[src/rtl/acc_ctrl.sv]
// acc_ctrl: register-mapped launch/monitor controller for a single-operation accelerator.
//
// Ports
//   i_clk, i_reset        : clock and synchronous active-high reset
//   i_wr_en, i_rd_en      : bus-side write / read strobes (one access per cycle)
//   i_addr, i_wdata       : byte offset (bits 1:0 ignored) and write data
//   o_rdata               : registered read data, 1-cycle latency, held when idle
//   o_acc_start           : one-cycle launch pulse
//   o_acc_op_a/_b, o_acc_mode : operands and mode, driven from OPA / OPB / CTRL[7:4]
//   i_acc_done, i_acc_result  : completion pulse and result from the accelerator
//   o_irq                 : level interrupt, IRQ_EN & (DONE | TIMEOUT)
//
// Register map (word offsets): 0x00 CTRL, 0x04 STATUS, 0x08 OPA, 0x0C OPB,
// 0x10 RESULT (RO), 0x14 TLIMIT[15:0]; all other offsets read 0.
module acc_ctrl (
   input  logic        i_clk,
   input  logic        i_reset,
   input  logic        i_wr_en,
   input  logic        i_rd_en,
   input  logic [7:0]  i_addr,
   input  logic [31:0] i_wdata,
   output logic [31:0] o_rdata,
   output logic        o_acc_start,
   output logic [31:0] o_acc_op_a,
   output logic [31:0] o_acc_op_b,
   output logic [3:0]  o_acc_mode,
   input  logic        i_acc_done,
   input  logic [31:0] i_acc_result,
   output logic        o_irq
);

   localparam logic [5:0] AddrCtrl   = 6'h00;
   localparam logic [5:0] AddrStatus = 6'h01;
   localparam logic [5:0] AddrOpa    = 6'h02;
   localparam logic [5:0] AddrOpb    = 6'h03;
   localparam logic [5:0] AddrResult = 6'h04;
   localparam logic [5:0] AddrTlimit = 6'h05;

   typedef enum logic [1:0] {StIdle, StLaunch, StWait, StComplete} state_t;

   state_t      r_state;
   logic [15:0] r_cnt;
   logic [15:0] r_tlimit;
   logic [31:0] r_opa;
   logic [31:0] r_opb;
   logic [31:0] r_result;
   logic [31:0] r_rdata;
   logic [3:0]  r_mode;
   logic        r_irq_en;
   logic        r_done;
   logic        r_timeout;
   logic        r_acc_start;

   logic [5:0]  w_sel;
   logic        w_busy;
   logic        w_cfg_wr;
   logic        w_start;
   logic        w_done_hit;
   logic        w_timeout_hit;
   logic [31:0] w_rd_data;
   logic        w_unused;

   assign w_unused = ^i_addr[1:0];

   always_comb begin
      w_sel      = i_addr[7:2];
      w_busy     = (r_state != StIdle);
      // Configuration writes are locked out for the whole job.
      w_cfg_wr   = i_wr_en && !w_busy;
      w_start    = w_cfg_wr && (w_sel == AddrCtrl) && i_wdata[0];
      w_done_hit = (r_state == StWait) && i_acc_done;
      // Counter counts completed WAIT cycles; done in the same cycle takes priority.
      w_timeout_hit = (r_state == StWait) && !i_acc_done && (r_tlimit != 16'd0) &&
                      (r_cnt == r_tlimit - 16'd1);
   end

   always_comb begin
      w_rd_data = 32'd0;
      case (w_sel)
         AddrCtrl:   w_rd_data = {24'd0, r_mode, 2'b00, r_irq_en, 1'b0};
         AddrStatus: w_rd_data = {29'd0, r_timeout, r_done, w_busy};
         AddrOpa:    w_rd_data = r_opa;
         AddrOpb:    w_rd_data = r_opb;
         AddrResult: w_rd_data = r_result;
         AddrTlimit: w_rd_data = {16'd0, r_tlimit};
         default:    w_rd_data = 32'd0;
      endcase
   end

   always_ff @(posedge i_clk) begin
      if (i_reset) begin
         r_state     <= StIdle;
         r_cnt       <= 16'd0;
         r_tlimit    <= 16'h0100;
         r_opa       <= 32'd0;
         r_opb       <= 32'd0;
         r_result    <= 32'd0;
         r_rdata     <= 32'd0;
         r_mode      <= 4'd0;
         r_irq_en    <= 1'b0;
         r_done      <= 1'b0;
         r_timeout   <= 1'b0;
         r_acc_start <= 1'b0;
      end else begin
         r_acc_start <= 1'b0;
         case (r_state)
            StIdle: begin
               if (w_start) begin
                  r_state     <= StLaunch;
                  r_acc_start <= 1'b1;
               end
            end
            StLaunch: begin
               r_state <= StWait;
               r_cnt   <= 16'd0;
            end
            StWait: begin
               r_cnt <= r_cnt + 16'd1;
               if (w_done_hit) begin
                  r_state  <= StComplete;
                  r_result <= i_acc_result;
               end else if (w_timeout_hit) begin
                  r_state <= StIdle;
               end
            end
            StComplete: r_state <= StIdle;
            default:    r_state <= StIdle;
         endcase

         if (w_cfg_wr) begin
            case (w_sel)
               AddrCtrl: begin
                  r_irq_en <= i_wdata[1];
                  r_mode   <= i_wdata[7:4];
               end
               AddrOpa:    r_opa    <= i_wdata;
               AddrOpb:    r_opb    <= i_wdata;
               AddrTlimit: r_tlimit <= i_wdata[15:0];
               default:    ;
            endcase
         end

         // W1C first, hardware set afterwards so a coincident set wins.
         if (i_wr_en && (w_sel == AddrStatus)) begin
            if (i_wdata[1]) r_done    <= 1'b0;
            if (i_wdata[2]) r_timeout <= 1'b0;
         end
         if (w_done_hit)    r_done    <= 1'b1;
         if (w_timeout_hit) r_timeout <= 1'b1;

         if (i_rd_en) r_rdata <= w_rd_data;
      end
   end

   assign o_rdata     = r_rdata;
   assign o_acc_start = r_acc_start;
   assign o_acc_op_a  = r_opa;
   assign o_acc_op_b  = r_opb;
   assign o_acc_mode  = r_mode;
   assign o_irq       = r_irq_en & (r_done | r_timeout);

endmodule

[config.mk]
export PLATFORM = sky130hd
export DESIGN_NAME = acc_ctrl
export DESIGN_NICKNAME = d
export VERILOG_FILES = /design/src/rtl/acc_ctrl.sv
export SDC_FILE = /design/constraint.sdc
export NUM_CORES = 1
export LEC_CHECK = 0
export CORE_ASPECT_RATIO = 0.5
export CORE_MARGIN = 3
export CORE_UTILIZATION = 45
export DETAILED_ROUTE_END_ITERATION = 16
export PLACE_DENSITY = 0.73
export SLEW_MARGIN = 30
export SYNTH_ARGS = -nofsm -noshare
export SYNTH_HDL_FRONTEND = slang
export SYNTH_SLANG_ARGS = --single-unit
[constraint.sdc]
create_clock -name i_clk -period 2.8 [get_ports i_clk]
set_clock_uncertainty 0.05 [all_clocks]
set_input_delay 0.7 -clock i_clk [delete_from_list [all_inputs] [get_ports i_clk]]
set_output_delay 0.7 -clock i_clk [all_outputs]
set_load 0.05 [all_outputs]
Word-level counts from Yosys, hierarchy flattened

Index checks and enable logic that the tools add are counted.

Bits in registers: 170
Latch bits: 0
RAM bits: 0
Bits in read-only memories: 0
Input bits: 77
Output and inout port bits: 102
Memories: 0

Add/sub/neg operators: 2
$mul: 0
Divide/modulo/power cells: 0
$lt $le $gt $ge: 0
Equal/unequal tests: 11
Shift operators: 0
Muxes and demuxes: 13
Bitwise logic cells: 3
Reductions and logical operators: 28

Operator list:

| cell                  | count |
|---|---|
| $pmux 32 s6           | 1 |
| $pmux 16 s2           | 1 |
| $add 16x1->16 const B | 1 |
| $eq 16x16->1          | 1 |
| $reduce_and 2->1      | 8 |
| $reduce_bool 16->1    | 1 |
| $sub 16x1->16 const B | 1 |
| $eq 6x2->1 const B    | 2 |
| $eq 6x3->1 const B    | 2 |
| $reduce_bool 2->1     | 6 |
| $logic_and 1x1->1     | 8 |
| $pmux 2 s4            | 1 |
| $mux 1                | 7 |
| $eq 6x1->1 const B    | 1 |
| $logic_not 6->1       | 1 |
| $mux 2                | 3 |
| $eq 2x2->1 const B    | 2 |
| $ne 3x3->1 const B    | 1 |
| $eq 2x1->1 const B    | 1 |
| $logic_not 1->1       | 2 |
| $logic_not 2->1       | 1 |
| $ne 2x2->1 const B    | 1 |
| $reduce_or 2->1       | 1 |
| $and 1x1->1           | 1 |
| 2 further kinds       | 2 |

Longest topological paths before layout

Word-level depth: 7
Gate-level depth with buffers: 10

Worst setup path before layout

No wires, ideal clock.

Path type: in2reg
Start point: input i_addr[5]
End point: register r_tlimit[8]
Arrival time: 2261 ps
Required time: 2628 ps
Slack: 366 ps
Stages on the path: 7
Buffers on the path: 1
Cells stage by stage: or3_1 or3_1 nor2_1 nand3_1 clkbuf_1 nand2_1 nand3b_1

Word-level cells in the longest chain between the ends: 2

Ends and longest elaborated chain:

| element                    | line | RTL |
|---|---|---|
| from (decl)                | 20   | `input logic [7:0] i_addr,` |
| $eq 6x3->1                 | 131  | `case (w_sel)` |
| $reduce_and 2->1 (no line) | n/a  |  |
| to (signal assigned)       | 138  | `AddrTlimit: r_tlimit <= i_wdata[15:0];` |
| to (decl)                  | 43   | `logic [15:0] r_tlimit;` |

Every way passes these cells.
A chain may end at the register's enable or synchronous reset.

Worst setup path in the final report

Start point: input i_addr[5]
End point: register r_rdata[29], in the netlist o_rdata[29]

Word-level cells in the longest chain between the ends: 2
Elaborated cells on any way between the ends: 7
Those cells by class: eq/ne (5); mux (1); reduce/logical (1)

Ends and longest elaborated chain:

| element                                  | line | RTL |
|---|---|---|
| $eq 6x3->1, or another cell as far along | 79   | `case (w_sel)` |
| $pmux 32 s6 *                            | 79   |  |
| to (signal assigned)                     | 151  | `if (i_rd_en) r_rdata <= w_rd_data;` |
| to (decl)                                | 47   | `logic [31:0] r_rdata;` |

Every way passes the cells marked *; elsewhere a longest branch is shown, timed or not.

==> metrics.yaml <==
outcome:
  outcome: "completed"
sta:
  finalCriticalPeriod_ps: 2540
  setup_viol: 0
  hold_violations: 0
  report.final.slew_viol_count: 0
  rsz0062_at_grt: "false"
  worst_slew_pin_slew_ps: 557
  min_period_over_period_pct: 90.6
  timing.fmax_mhz: 394
  fin_setup_tns_ps: 0
  slew-limit-headroom_pct: 62.8
  fin_ws_ps: 264
synthesis:
  ys_seq_area_share_pct: 45.5
  synth_top_area_share_pct: 45.5
  synth_edf_count: 0
  ys_top_cells_by_area: "dfxtp_1, nand2_1, a21oi_1, mux2i_1, nor2_1"
  synth.most_common_cell: "nand2_1"
  syn_nets: 1022
  synth_cells: 941
  ys_types: 56
  yosys_warnings: 0
  synth_area_leader_cell: "dfxtp_1"
  synth_common_cells: "nand2_1, dfxtp_1, a21oi_1"
  netlist_area_sq_um: 7470
  ys_seq_elements: 170
  postSynth.asyncResetShare_pct: 0
  syn_area_per_cell_sq_um: 7.94
  synth_ff_type: "dfxtp_1"
worst_setup_path:
  cp.required_ps: 3110
  crit_slowest_cell: "or3_1"
  path_delay_family: "simple AND/OR/NAND/NOR gates"
  endpoint_kind: "flop"
  critical_path_buf_inv_count: 2
  critPathArrivalTime_ps: 2850
  cp_max_fo: 18
  path_cells: "clkdlybuf4s50_1 > or3_1 > or3_1 > nor2_2 > buf_4 > nand2_1 > o21ai_0 > a22oi_1 > nor2_1"
  crit_top_cell: "or3_1"
  worstSetupPathType: "in2reg"
  startpoint_type: "input pin"
  cp.depth: 9
  max_stage_delay_ps: 450
  r2r_cells: 9
clock_tree:
  clock_latency_ps: 420
  root_buffer: "clkbuf_16"
  cts.htree.levels: 4
  clk_pin_slew_worst_paths_ps: 70
  clock-sinks: 170
  post-cts-setup-buffer-count: 0
  cts_tree: "done"
  clock_path_buffers: 2
  numCtsBuffers: 17
  ctsHoldBuffers: 0
  post_cts_resized: 0
place:
  portBuffers: 176
  post-place-ws_ps: -154
  gp_congestion: 0.910
  place_area_sq_um: 9540
  hpwl_mm: 16.0
global_routing:
  grt_max_degree: 77
  grt_pass1_vias: 6853
  grt.met3_usage_pct: 4.97
  grt.met1_usage_pct: 33.6
  track_usage_pct: 24.9
  grt.met2_usage_pct: 40.8
  grt-ovfl-total: 0
  antenna_found_initial: 0
  busiest_layer: "met2"
  grt_pass1_wl_mm: 36.6
power:
  intPower_mw: 4.00
  ir_drop_uv: 438
  p_sw_mw: 1.24
  power_mw: 5.24
  power_density_nw_per_um2: 517
  p_sw_share_pct: 23.6
  combPwrFrac_pct: 7.2
  power.share.sequential_pct: 46.7
  clockPowerShare_pct: 46.1
  p_leak_nw: 3.49
finish:
  final_nets: 1178
  final_area_sq_um: 10100
  utilization_pct: 64.1
  drive_above_1_share_pct: 7.12
  syn_to_final_growth_pct: 35.6
  num_antenna_cells: 0
route:
  postRouteAntennaNets: 0
  dr.pass1.iters: 5
  first_iter_violations: 492
  vias_per_cell: 5.42
  via_count: 7209
  wire_per_inst_um: 17.4
  remaining_drc_errors: 0
  routed_wl_mm: 23.1
floorplanning:
  die_area_sq_um: 18300
  die_width_um: 188
  num_io_pins: 179
  die_y_um: 97.1
  coreArea_sq_um: 15800
  start_util_pct: 47.3
  fp-row-count: 32
worst_hold_path:
  hold_depth: 2
  hp-class: "reg2reg"
run:
  maxCapViolCount: 0
[final timing paths]
| check | slack [ps] | start | endpoint |
|---|---|---|---|
| setup / recovery | 260 | i_addr[5] | o_rdata[29]$_SDFFE_PP0P_ |
| hold / removal | 410 | r_result[21]$_SDFFE_PP0P_ | r_result[21]$_SDFFE_PP0P_ |
| setup reg to reg | 270 | r_tlimit[1]$_SDFFE_PP0P_ | r_state[0]$_SDFFE_PP0P_ |
| hold reg to reg | 410 | r_result[21]$_SDFFE_PP0P_ | r_result[21]$_SDFFE_PP0P_ |
[power by group through the flow]
stage / combinational [mW] / clock (mW) / sequential [mW]
after floorplan: 0.163 / 0 / 2.52
after global placement: 0.369 / 0 / 2.50
after detailed placement: 0.372 / 0 / 2.50
after CTS: 0.374 / 2.45 / 2.45
after global routing: 0.400 / 2.54 / 2.45
final: 0.377 / 2.41 / 2.45
[worst register-to-register path: stages (launching register included)]
cell	delay, ps
dfxtp_1	360
inv_1	70
ha_1	220
nor3b_2	420
nand3_1	140
a2111oi_1	400
o32ai_1	140
and4bb_4	380
nand2_2	60
a221oi_2	220
[cell type report]
class | instances | area [sq um]
fillers | 1367 | 5680
multi-input cells | 695 | 3780
flip-flops and latches | 170 | 3400
repair buffers | 205 | 2050
clock buffers | 20 | 467
well taps | 221 | 277
clock inverters | 11 | 133
inverters | 8 | 30.0
[cell families after synthesis]
group | Yosys count | synth area share, %
fa+ha+maj | 4 | 0.670
compound gates | 220 | 17.1
simple gates | 393 | 22.8
xor+xnor | 35 | 4.10
flops | 170 | 45.5
buf+inv | 76 | 4.07
mux | 43 | 5.76
[sequential cells by signal (all words and copies together), names as in the netlist]
register     count
r_state          2
r_done           1
r_timeout        1
o_acc_op_b      32
o_acc_op_a      32
r_irq_en         1
o_acc_mode       4
r_tlimit        16
o_acc_start      1
r_cnt           16
o_rdata         32
r_result        32
[routing by layer]
layer	up-vias	part of all wire, %
met3	24	6.5
met1	3457	44
li1	3510	-
met4	0	1.4
met5	-	0
met2	218	48
[stage by stage]
step / hold slack [ps] / instances
floorplan: 386 / 941
global placement: 393 / 1299
detailed placement: 397 / 1299
CTS: 406 / 1330
global route: 427 / 1330
finish: 407 / 1330
[cells in the final DEF (no fill, tap or decap), types with 6 or more instances in the layout]
| cell type | count |
|---|---|
| mux2i_1 | 43 |
| nand2_1 | 253 |
| nor2_1 | 68 |
| inv_1 | 8 |
| clkdlybuf4s50_1 | 174 |
| clkbuf_16 | 17 |
| a21oi_1 | 132 |
| xnor2_1 | 20 |
| xor2_1 | 15 |
| nand3_1 | 12 |
| o21ai_0 | 28 |
| buf_12 | 6 |
| a22oi_1 | 34 |
| dfxtp_1 | 170 |
| and3_1 | 9 |
| buf_4 | 24 |
| or3_1 | 8 |
| nor3_1 | 8 |
Power figures use the tool's default switching activity.
